==> src/rtl/sipo_deser.sv <==
// Serial-in, parallel-out deserializer: collects N MSB-first bits framed by a
// start strobe and hands the word off through a registered valid/ready output.
module sipo_deser #(
  parameter int N = 4
) (
  input  logic         clk,
  input  logic         clr,
  input  logic         en,
  input  logic         start,
  input  logic         sin,
  output logic [N-1:0] q,
  output logic         q_valid,
  input  logic         q_ready,
  output logic         busy,
  output logic         overrun
);

  localparam int CW = (N > 2) ? $clog2(N) : 1;
  localparam logic [CW-1:0] LAST = CW'(N - 1);

  typedef enum logic {IDLE, SHIFT} state_t;

  state_t         state, state_n;
  logic [N-1:0]   sreg, sreg_n;
  logic [CW-1:0]  cnt, cnt_n;
  logic [N-1:0]   q_n;
  logic           q_valid_n, overrun_n;
  logic [N-1:0]   word;
  logic           done;

  always_ff @(posedge clk) begin
    if (!clr) begin
      state   <= IDLE;
      sreg    <= '0;
      cnt     <= '0;
      q       <= '0;
      q_valid <= 1'b0;
      overrun <= 1'b0;
    end else begin
      state   <= state_n;
      sreg    <= sreg_n;
      cnt     <= cnt_n;
      q       <= q_n;
      q_valid <= q_valid_n;
      overrun <= overrun_n;
    end
  end

  always_comb begin
    state_n   = state;
    sreg_n    = sreg;
    cnt_n     = cnt;
    q_n       = q;
    q_valid_n = q_valid;
    overrun_n = overrun;
    done      = 1'b0;
    word      = {sreg[N-2:0], sin};

    if (q_valid && q_ready)
      q_valid_n = 1'b0;

    case (state)
      IDLE: begin
        if (en && start) begin
          sreg_n  = word;
          cnt_n   = CW'(1);
          state_n = SHIFT;
        end
      end
      SHIFT: begin
        if (en) begin
          sreg_n = word;
          if (start) begin
            cnt_n = CW'(1);
          end else if (cnt == LAST) begin
            cnt_n   = '0;
            state_n = IDLE;
            done    = 1'b1;
          end else begin
            cnt_n = cnt + CW'(1);
          end
        end
      end
      default: state_n = IDLE;
    endcase

    // A consume on the completion edge frees the slot for the new word.
    if (done) begin
      if (!q_valid || q_ready) begin
        q_n       = word;
        q_valid_n = 1'b1;
      end else begin
        overrun_n = 1'b1;
      end
    end
  end

  assign busy = (state == SHIFT);

endmodule

==> config.mk <==
export PLATFORM = sky130hd
export DESIGN_NAME = sipo_deser
export DESIGN_NICKNAME = d
export VERILOG_FILES = /design/src/rtl/sipo_deser.sv
export SDC_FILE = /design/constraint.sdc
export NUM_CORES = 1
export LEC_CHECK = 0
export CORE_MARGIN = 5
export CORE_UTILIZATION = 30
export CTS_BUF_LIST = sky130_fd_sc_hd__clkbuf_4 sky130_fd_sc_hd__clkbuf_8
export DETAILED_ROUTE_END_ITERATION = 16
export REMOVE_ABC_BUFFERS = 1
export SLEW_MARGIN = 20
export SYNTH_ARGS = -nofsm -noshare
export SYNTH_HDL_FRONTEND = slang
export SYNTH_SLANG_ARGS = --single-unit
==> constraint.sdc <==
create_clock -name clk -period 1.3 [get_ports clk]
set_input_delay 0.39 -clock clk [delete_from_list [all_inputs] [get_ports clk]]
set_output_delay 0.39 -clock clk [all_outputs]
set_load 0.1 [all_outputs]
==> run metrics <==
Max stage delay on crit path 0.53 ns; share of layout cells above drive strength 1 29.58%; initial drt markers 9; CP max FO 4; Setup violations, final 0; max_cap viols 0; number of post-CTS setup repair buffers 0; drt total wl 927 um; synth warn 0; Die ar. 2637 sq um; worst r2r src cnt[0]$_SDFFE_PN0P_; Req. time, crit path 1.50 ns; Worst Max-Slew Pin Slew 0.2414 ns; cts bufs inserted 3; Worst R2R Setup Slack 0.11 ns; slew margin rel. 83.90%; commonest non-fill, non-tap cell in the layout nand2_1; total power per unit cell area 941.3 nW/um^2; mean post-synth cell area 9.679 sq um; PnR worst setup slack 0.04749 ns; Clk pin slew, worst setup/hold paths 0.07 ns; Root Buffer clkbuf_4; maximum vdd drop 634.0 uV; Min-Delay Path Depth 2; IO Pins 13; Startpoint Class input pin; leakage dissipation 0.3437 nW; Final min period 1.253 ns; CP cell instances clkdlybuf4s50_1 -> nand4b_4 -> nor2b_4 -> mux2i_1; Max Transition Viols Final 0; crit path kind in -> reg; overall die width 51.35 um; R2R depth 4; worst hold start cnt[1]$_SDFFE_PN0P_; pre-CTS WS -0.3892 ns; final hold violations 0; number of core rows 15; largest net degree at the start of global routing 18; # DRC 0; Min-Delay Path Class reg -> reg; Post-Synthesis Cell Area 513.0 sq um; initial core utilization 30.71%; DRT Pass-1 Iters 4; final RePlAce weighted congestion 0.6783; Avg Vias per Cell 4.739; Die H 51.35 um; Tot GR Track Use 8.262%; fmax 0.7984 GHz; via count 417; clock sink count 12; CTS Hold Buffers Added 0; Layout area overhead 59.27%; area occupied by multi-input gates 276.5 sq um; post-layout net count 79; Crit. End Element flop; WL per Instance 10.53 um; hold endpoint cnt[1]$_SDFFE_PN0P_; vias in the first global route 397; Max clock buf depth 2; RSZ-0062 raised after global routing false; Tcrit/Tclk final 96.35%; Clock Latency Late Sink 0.27 ns; status complete, no violations; Final Skew 0.001437 ns; Crit-path slowest cell clkdlybuf4s50_1; H-tree Lvls 1; reg2reg end q[0]$_SDFFE_PN0P_; antenna diode count 0; total core area 1670 sq um; port bufs 12; Layout fillers 153; Seq. cell area 244.0 sq um; gr ovfl total 0; final hold slack 0.4597 ns; share of the yosys chip area belonging to registers 46.83%; most frequent cells in the layout nand2_1 (12), dfxtp_1 (11), buf_12 (8), mux2i_1 (7); DP HPWL 699.1 um; first-pass GRT wire length 1669 um; synth unique cells 20; initial antenna violation count 0; cell count after synthesis 53; Final Power 0.7691 mW; ANT nets after route 0; TritonCTS clock tree built; Crit path arrival time 1.45 ns; Seq cells post-synth 12
worst max-delay path, delay by kind of cell:
kind                   cells  cell delay, ns
multiplexers               1            0.21
buffers and inverters      1            0.53
AND/OR/NAND/NOR            2            0.32
cell usage after synthesis:
cell | instances | area [sq um]
a21boi_1 | 2 | 15.01
a21oi_1 | 1 | 5.000
a22oi_1 | 1 | 7.510
buf_2 | 1 | 5.000
buf_6 | 1 | 11.26
clkbuf_1 | 1 | 3.750
dfxtp_1 | 12 | 240.2
ha_1 | 1 | 12.51
mux2i_1 | 7 | 70.07
nand2_1 | 12 | 45.04
nand2b_1 | 1 | 6.260
nand3_1 | 1 | 5.000
nand4b_1 | 1 | 8.760
nand4b_2 | 1 | 15.01
nor2_1 | 2 | 7.510
nor2b_1 | 4 | 25.02
nor2b_2 | 1 | 8.760
o21a_1 | 1 | 7.510
o21ai_1 | 1 | 5.000
o21ai_2 | 1 | 8.760
worst max path at each step:
stage / from / to / cells after the start
after floorplan: busy$_SDFF_PN0_ / q[0]$_SDFFE_PN0P_ / 3
after global placement: start / q[2]$_SDFFE_PN0P_ / 4
after detailed placement: start / q[1]$_SDFFE_PN0P_ / 4
after CTS: busy$_SDFF_PN0_ / busy / 1
after global routing: en / sreg[1]$_SDFFE_PN0P_ / 5
final: en / q[0]$_SDFFE_PN0P_ / 4
kinds of logic after synthesis:
logic type / share of synthesized area (%)
AOI/OAI and AO/OA: 9.511
adders and majority gates: 2.439
buffers and inverters: 3.901
DFF: 46.83
muxes: 13.66
and+or+nand+nor: 23.66
state kept, by name (all words and copies together) (netlist names):
| register | count |
|---|---|
| cnt | 2 |
| q_valid | 1 |
| busy | 1 |
| overrun | 1 |
| sreg | 3 |
| q | 4 |
final cells by class:
type	count	area share (%)
multi-input combinational	38	33.84
tap	17	2.603
timing repair buffer	17	29.25
clock buffer	4	4.441
sequential	12	29.86
power breakdown:
part / total, mW / internal (mW) / leakage [nW] / switching [mW]
Clock: 0.289 / 0.170 / 0.0210 / 0.119
Combinational: 0.0948 / 0.0491 / 0.225 / 0.0457
Sequential: 0.386 / 0.375 / 0.0979 / 0.0104
routing by layer:
metal  up-vias  share of wire (%)  GRT usage (%)
li1        213                  -              -
met1       189                 46          9.894
met2        15                 45          12.88
met3         0                8.5          4.956
met4         0                  0          1.310
met5         -                  0              0
metrics by stage:
stage	setup TNS, ns	util [%]	cell area, sq um	cells
after global placement	-2.898	45.17	754.5	84
final	0	48.91	817.0	88
after detailed placement	-3.088	45.17	754.5	84
after CTS	0	48.16	804.5	88
after global routing	0	48.91	817.0	88
after floorplan	-3.836	-	493.0	50
what timing repair did:
action,in CTS,in global routing
endpoints found under the setup margin,5,4
gates resized for setup,4,3
hold endpoints to repair,0,0
pin swaps,0,0
Note: power is estimated with default switching activity, not from simulation.
